File: src/rtl/tt_sweep_ctrl.sv
// tt_sweep_ctrl
// Sweeps every input row of an external combinational truth-table block,
// samples its output per row, and compares the observed table against an
// expected table latched when the sweep is accepted.
//
// Optional feature macro: TT_STOP_ON_FAIL_EN
//   defined   : the first mismatching row ends the sweep
//   undefined : all 2^N_IN rows are always swept
//
// Parameters:
//   N_IN   - number of function inputs (1..6); 2^N_IN rows are swept
//   SETTLE - extra cycles each row is held before f_in is sampled (0..15)
//
// Ports:
//   clk        - clock, rising edge
//   rst_n      - asynchronous active-low reset
//   start      - sweep request, only honoured in IDLE
//   expected   - expected table, bit r = f for row r, latched on acceptance
//   x_out      - row index driven to the function inputs (0 outside RUN)
//   f_in       - function output returned from the block
//   busy       - high for every RUN cycle
//   done       - one-cycle pulse when the results are valid
//   result     - observed table, bit r = f_in sampled for row r
//   pass       - observed table equals latched expected table
//   fail_count - number of mismatching rows
//   fail_row   - lowest mismatching row, 0 if none
module tt_sweep_ctrl #(
    parameter int unsigned N_IN   = 3,
    parameter int unsigned SETTLE = 0
) (
    input  logic                   clk,
    input  logic                   rst_n,
    input  logic                   start,
    input  logic [(1<<N_IN)-1:0]   expected,
    output logic [N_IN-1:0]        x_out,
    input  logic                   f_in,
    output logic                   busy,
    output logic                   done,
    output logic [(1<<N_IN)-1:0]   result,
    output logic                   pass,
    output logic [N_IN:0]          fail_count,
    output logic [N_IN-1:0]        fail_row
);

    localparam int unsigned       ROWS        = 1 << N_IN;
    localparam logic [N_IN-1:0]   LAST_ROW    = '1;
    localparam logic [3:0]        SETTLE_LAST = 4'(SETTLE);
    localparam logic [N_IN:0]     FC_ONE      = {{N_IN{1'b0}}, 1'b1};

    typedef enum logic [1:0] {
        IDLE,
        RUN,
        DONE
    } state_t;

    state_t            state;
    state_t            state_next;
    logic [ROWS-1:0]   exp_q;
    logic [N_IN-1:0]   row;
    logic [3:0]        settle_cnt;

    logic              sample;
    logic              last_row;
    logic              mismatch;
    logic              stop;

    // Row-level qualifiers shared by the FSM and the datapath.
    always_comb begin
        sample   = (state == RUN) && (settle_cnt == SETTLE_LAST);
        last_row = (row == LAST_ROW);
        mismatch = (f_in != exp_q[row]);
`ifdef TT_STOP_ON_FAIL_EN
        stop     = sample && (last_row || mismatch);
`else
        stop     = sample && last_row;
`endif
    end

    // State register
    always_ff @(posedge clk or negedge rst_n) begin
        if (!rst_n) begin
            state <= IDLE;
        end else begin
            state <= state_next;
        end
    end

    // Next state and state-decoded outputs
    always_comb begin
        state_next = state;
        busy       = 1'b0;
        done       = 1'b0;
        x_out      = '0;
        case (state)
            IDLE: begin
                if (start) begin
                    state_next = RUN;
                end
            end
            RUN: begin
                busy  = 1'b1;
                x_out = row;
                if (stop) begin
                    state_next = DONE;
                end
            end
            DONE: begin
                done       = 1'b1;
                state_next = IDLE;
            end
            default: begin
                state_next = IDLE;
            end
        endcase
    end

    // Sweep datapath. pass is resolved on the final sample cycle so it is
    // already valid during the DONE cycle; a clean sweep is exactly one
    // that ends with zero mismatches.
    always_ff @(posedge clk or negedge rst_n) begin
        if (!rst_n) begin
            exp_q      <= '0;
            row        <= '0;
            settle_cnt <= '0;
            result     <= '0;
            pass       <= 1'b0;
            fail_count <= '0;
            fail_row   <= '0;
        end else begin
            case (state)
                IDLE: begin
                    if (start) begin
                        exp_q      <= expected;
                        row        <= '0;
                        settle_cnt <= '0;
                        result     <= '0;
                        pass       <= 1'b0;
                        fail_count <= '0;
                        fail_row   <= '0;
                    end
                end
                RUN: begin
                    if (sample) begin
                        result[row] <= f_in;
                        if (mismatch) begin
                            fail_count <= fail_count + FC_ONE;
                            if (fail_count == '0) begin
                                fail_row <= row;
                            end
                        end
                        if (stop) begin
                            pass <= (fail_count == '0) && !mismatch;
                        end else begin
                            row        <= row + 1'b1;
                            settle_cnt <= '0;
                        end
                    end else begin
                        settle_cnt <= settle_cnt + 4'd1;
                    end
                end
                default: begin
                end
            endcase
        end
    end

endmodule

File: config.mk
export PLATFORM = sky130hd
export DESIGN_NAME = tt_sweep_ctrl
export DESIGN_NICKNAME = d
export VERILOG_FILES = /design/src/rtl/tt_sweep_ctrl.sv
export SDC_FILE = /design/constraint.sdc
export NUM_CORES = 1
export LEC_CHECK = 0
export BUFFER_PORTS_ARGS = -buffer_cell sky130_fd_sc_hd__buf_2
export CELL_PAD_IN_SITES_DETAIL_PLACEMENT = 1
export CELL_PAD_IN_SITES_GLOBAL_PLACEMENT = 1
export CORE_MARGIN = 2
export CORE_UTILIZATION = 35
export CTS_BUF_LIST = sky130_fd_sc_hd__clkbuf_8
export DETAILED_ROUTE_END_ITERATION = 7
export GPL_TIMING_DRIVEN = 0
export PLACE_DENSITY_LB_ADDON = 0.1
export REMOVE_ABC_BUFFERS = 1
export SLEW_MARGIN = 20
export SYNTH_ARGS = -nofsm -noshare
export SYNTH_HDL_FRONTEND = slang
export SYNTH_SLANG_ARGS = --single-unit
File: constraint.sdc
create_clock -name clk -period 2.45 [get_ports clk]
set_clock_uncertainty 0.05 [all_clocks]
set_input_delay 0.1225 -clock clk [delete_from_list [all_inputs] [get_ports clk]]
set_output_delay 0.1225 -clock clk [all_outputs]
set_load 0.01 [all_outputs]
### Yosys cells after proc, flatten, opt, wreduce, memory -nomap -nowiden

Index checks and enable logic that the tools add are counted.

| storage, ports and cells | value |
|---|---|
| bits in registers | 33 |
| latch bits | 0 |
| RAM bits | 0 |
| bits in read-only memories | 0 |
| input bits | 12 |
| output and inout bits | 21 |
| word-level logic and storage cells | 74 |
| memories kept | 0 |

| cells by class | value |
|---|---|
| add/subtract/negate cells | 3 |
| multipliers | 0 |
| divide/modulo/power cells | 0 |
| order comparisons | 2 |
| eq/ne operators | 11 |
| shift-type cells | 0 |
| multiplexer cells | 33 |
| bitwise logic cells | 0 |
| reduce and logical (&&, ||, !) cells | 17 |

Operators with widths:

| kind | count |
|---|---|
| $mux 3 | 7 |
| $mux 4 | 5 |
| $mux 8 | 2 |
| $pmux 4 s2 | 2 |
| $pmux 8 s2 | 1 |
| $pmux 3 s2 | 2 |
| $reduce_and 4->1 | 3 |
| $ne 2x2->1 const B | 5 |
| $add 4x1->4 const B | 2 |
| $bwmux 8 | 1 |
| $logic_not 4->1 | 2 |
| $mux 1 | 7 |
| $reduce_and 3->1 | 2 |
| $reduce_and 5->1 | 1 |
| $logic_and 1x1->1 | 4 |
| $lt 3x4->1 const B | 1 |
| $mux 2 | 2 |
| $pmux 2 s2 | 1 |
| $reduce_and 2->1 | 2 |
| $add 3x1->3 const B | 1 |
| $bmux 1 s3 | 1 |
| $demux 1 s3 | 1 |
| $eq 3x3->1 const B | 1 |
| $ge 3x1->1 const B | 1 |
| 9 further kinds | 9 |

### Logic depth before layout (Yosys ltp)

| depth | value |
|---|---|
| depth in word-level cells | 8 |
| mapped depth | 8 |
| depth with buffers taken out | 8 |

### Least setup slack after synthesis

OpenSTA, ideal clock, no wires.

| path | value |
|---|---|
| kind | register -> register |
| start | register settle_cnt[0] |
| end | register fail_row[0] |
| library setup time | 0.121 ns |
| arrival | 2.082 ns |
| data required time | 2.279 ns |
| setup slack | 0.197 ns |
| cell stages (with the launch flop) | 8 |
| buffers on the path | 0 |
| period minus slack after synthesis | 2.253 ns |
| cell sequence | dfrtp_1 inv_1 ha_1 nor4bb_1 o21bai_1 or4b_4 a221o_1 a22o_1 |

| between the ends | value |
|---|---|
| word-level cells in the longest chain between the ends | 4 |

RTL lines:

| element | line | RTL |
|---|---|---|
| from (decl) | 60 | `logic [3:0] settle_cnt;` |
| from (signal assigned) | 158 | `settle_cnt <= settle_cnt + 4'd1;` |
| $logic_not 4->1 | 69 | `sample = (state == RUN) && (settle_cnt == SETTLE_LAST);` |
| $logic_and 1x1->1 | 69 |  |
| $ne 2x2->1 (no source line) | -- |  |
| $reduce_and 5->1 (no source line) | -- |  |
| to (signal assigned) | 148 | `fail_row <= row;` |
| to (decl) | 42 | `output logic [N_IN-1:0] fail_row` |

No other way between the ends.
A chain may end at the register's enable or synchronous reset.

### Worst setup path after layout

| path | value |
|---|---|
| start | register settle_cnt[1] |
| end | register fail_row[2] |

Same word-level chain as after synthesis.

==> metrics.md <==
| Metric | Value |
|---|---|
| Outcome | finished clean |
| Tmin final | 2.33 ns |
| Vias in the first global route | 1,458 |
| Net Switching | 1.17 mW |
| Num CTS Buffers | 5 |
| Post-synth top area share | 0.499 |
| Yosys warnings | 0 |
| # diodes | 0 |
| #FFs+latches synth | 33 |
| Period utilization | 0.952 |
| TritonCTS clock tree | yes |
| Syn_area_per_cell | 9.51 µm² |
| 1st-pass router iterations | 4 |
| Sequential share of power | 0.339 |
| Post-synthesis cell count | 174 |
| Setup TNS | 0 ns |
| Routed WL per cell | 15.4 µm |
| Starting Density | 0.357 |
| CTS max path bufs | 2 |
| DRC Markers | 0 |
| Final hold slack | 0.00134 ns |
| DP Wirelength | 2930 µm |
| Final ANT Viol Nets | 0 |
| Hold WC Path Type | in2reg |
| Yosys cell types | 41 |
| Area Overhead vs Synth | 29.2% |
| Clk sinks | 33 |
| Max Cap Viol | 0 |
| Die Area | 5290 µm² |
| Total GRT Usage | 0.180 |
| Clk root buf | clkbuf_8 |
| Final Hold Vio Count | 0 |
| Crit Path Max Fanout | 4 |
| Setup violators final | 0 |
| Synth async-reset ratio | 1.00 |
| CTS H-tree depth | 2 |
| I/O Buffers | 32 |
| Leak pwr | 1.06 nW |
| Clk Latency, worst-skew pair | 0.28 ns |
| Max_slew headroom | 0.505 |
| Seq/Total Area, Yosys | 0.499 |
| Die width | 72.7 µm |
| Largest net degree at the start of global routing | 34 |
| DR iter-0 viols | 87 |
| VDD IR max | 0.513 mV |
| Core area | 4630 µm² |
| CP required | 2.58 ns |
| Clk pwr share | 0.165 |
| Total Routed Length | 4220 µm |
| Type of origin of the critical path | flop |
| Die H | 72.7 µm |
| Top_reg_cell synth | dfrtp_1 |
| Post-synth EDFFs | 0 |
| WP data arrival | 2.46 ns |
| Fraction of layout instances using a drive strength above 1 | 0.285 |
| Setup CP Type | reg2reg |
| # IOs | 33 |
| First-pass GRT wire length | 7120 µm |
| Post-DR vias/cell | 5.24 |
| Total overflow reported by the global router | 0 |
| Core Rows | 25 |
| PD cells | 1290 nW/µm² |
| Mapped Area | 1650 µm² |
| Comb pwr share | 0.496 |
| Antenna violations before repair | 0 |
| Fmax | 0.429 GHz |
| Main area contributors after synthesis | dfrtp_1 50%, nand2_1 6.6%, o21ai_0 5.7% |
| Max Slew Vio Count | 0 |
| Largest area contributor in the netlist | dfrtp_1 |
| Internal | 1.59 mW |
| Via count | 1,442 |
| Placer Congestion | 0.807 |
| Slew @ Worst Pin | 0.742 ns |
| Switch share | 0.424 |
| Crit end category | flop |
| Final #Nets | 238 |
| RSZ-0062 raised after global routing | false |
| Most frequent cells in the layout | 32 x dfrtp_1, 32 x buf_2, 29 x nand2_1 |
| Worst-path clk slew | 0.07 ns |
final timing paths:
path	to	startpoint	slack, ns	cells past startpoint
min in group asynchronous	settle_cnt[0]	rst_n	0.39	2
worst min register to register	exp_q[7]	exp_q[7]	0.43	2
worst max-delay path	fail_row[2]	settle_cnt[1]	0.12	7
worst min-delay path	exp_q[5]	expected[5]	0.001	3
max in group asynchronous	row[0]	rst_n	1.44	2
worst max register to register	fail_row[2]	settle_cnt[1]	0.12	7
cells in the mapped netlist (all sizes together) (2+ instances only):
master	number
a21oi	2
nand4b	2
nand3	2
nor3	4
nand2b	3
nor2b	2
buf	4
clkbuf	5
a31oi	4
xor2	3
nand2	29
dfrtp	33
mux2i	3
a22o	6
or2	2
nor3b	2
o21ai	19
ha	6
mux2	2
nor2	15
inv	8
logic make-up (layout without fill, tap and decap cells):
kind of cell,count (synthesis),after routing,synth area share
flip-flops,33,33,0.499
AND/OR/NAND/NOR,67,67,0.194
AO/OA/AOI/OAI,43,43,0.172
multiplexers,5,5,0.0318
XOR/XNOR,3,3,0.0159
adder cells (fa/ha/maj),6,6,0.0454
buffers and inverters,17,64,0.0416
metal layers:
layer	routed length (µm)	vias to the layer above	track usage	share of wire
met3	145	6	0.0511	0.034
met1	2000	711	0.234	0.47
met4	55	0	0.0638	0.013
met5	0	-	0	0
li1	-	695	-	-
met2	2020	30	0.287	0.48
power by group through the flow:
stage               Sequential (mW)  Clock [mW]  Combinational (mW)
finish                        0.932       0.454                1.37
detailed placement            0.937           0                1.16
CTS                           0.938       0.465                1.28
floorplan                     0.919           0               0.768
global placement              0.924           0                1.11
global route                  0.969       0.496                1.54
state kept, by name, indices dropped and copies added, names as in the netlist:
register	cells
fail_count	4
exp_q	8
pass	1
settle_cnt	4
fail_row	3
result	8
state	2
row	3
critical path, stage by stage, from the launching register on:
cell	delay [ns]
dfrtp_1	0.41
inv_2	0.07
ha_2	0.17
nor4bb_4	0.25
o21bai_4	0.14
or4b_4	0.51
a221o_1	0.38
a22o_1	0.25
area by class of cell:
cell class              instances  area, µm²
repair buffers                 48        300
clock inverters                 1       5.00
multi-input cells             124        811
clock buffers                   7       96.3
flip-flops and latches         33        827
fillers                       558       2490
inverters                       8       30.0
well taps                      54       67.6
timing repair:
action | 4_1_cts | 5_1_grt
gates resized for setup | 8 | 4
hold buffers | 8 | 0
endpoints found under the setup margin | 24 | 6
pin swaps | 2 | 5
setup buffers | 2 | 6
hold endpoints to repair | 40 | 0
stage by stage:
stage	setup WS (ns)	utilization	cells	instance area [µm²]	total power [mW]
floorplan	-0.0972	-	165	1620	1.69
global placement	-0.751	0.398	251	1840	2.04
detailed placement	-0.897	0.398	251	1840	2.10
CTS	0.0662	0.449	269	2080	2.68
global route	0.00146	0.462	275	2140	3.01
finish	0.119	0.462	275	2140	2.75
Note: power is estimated with default switching activity, not from simulation.
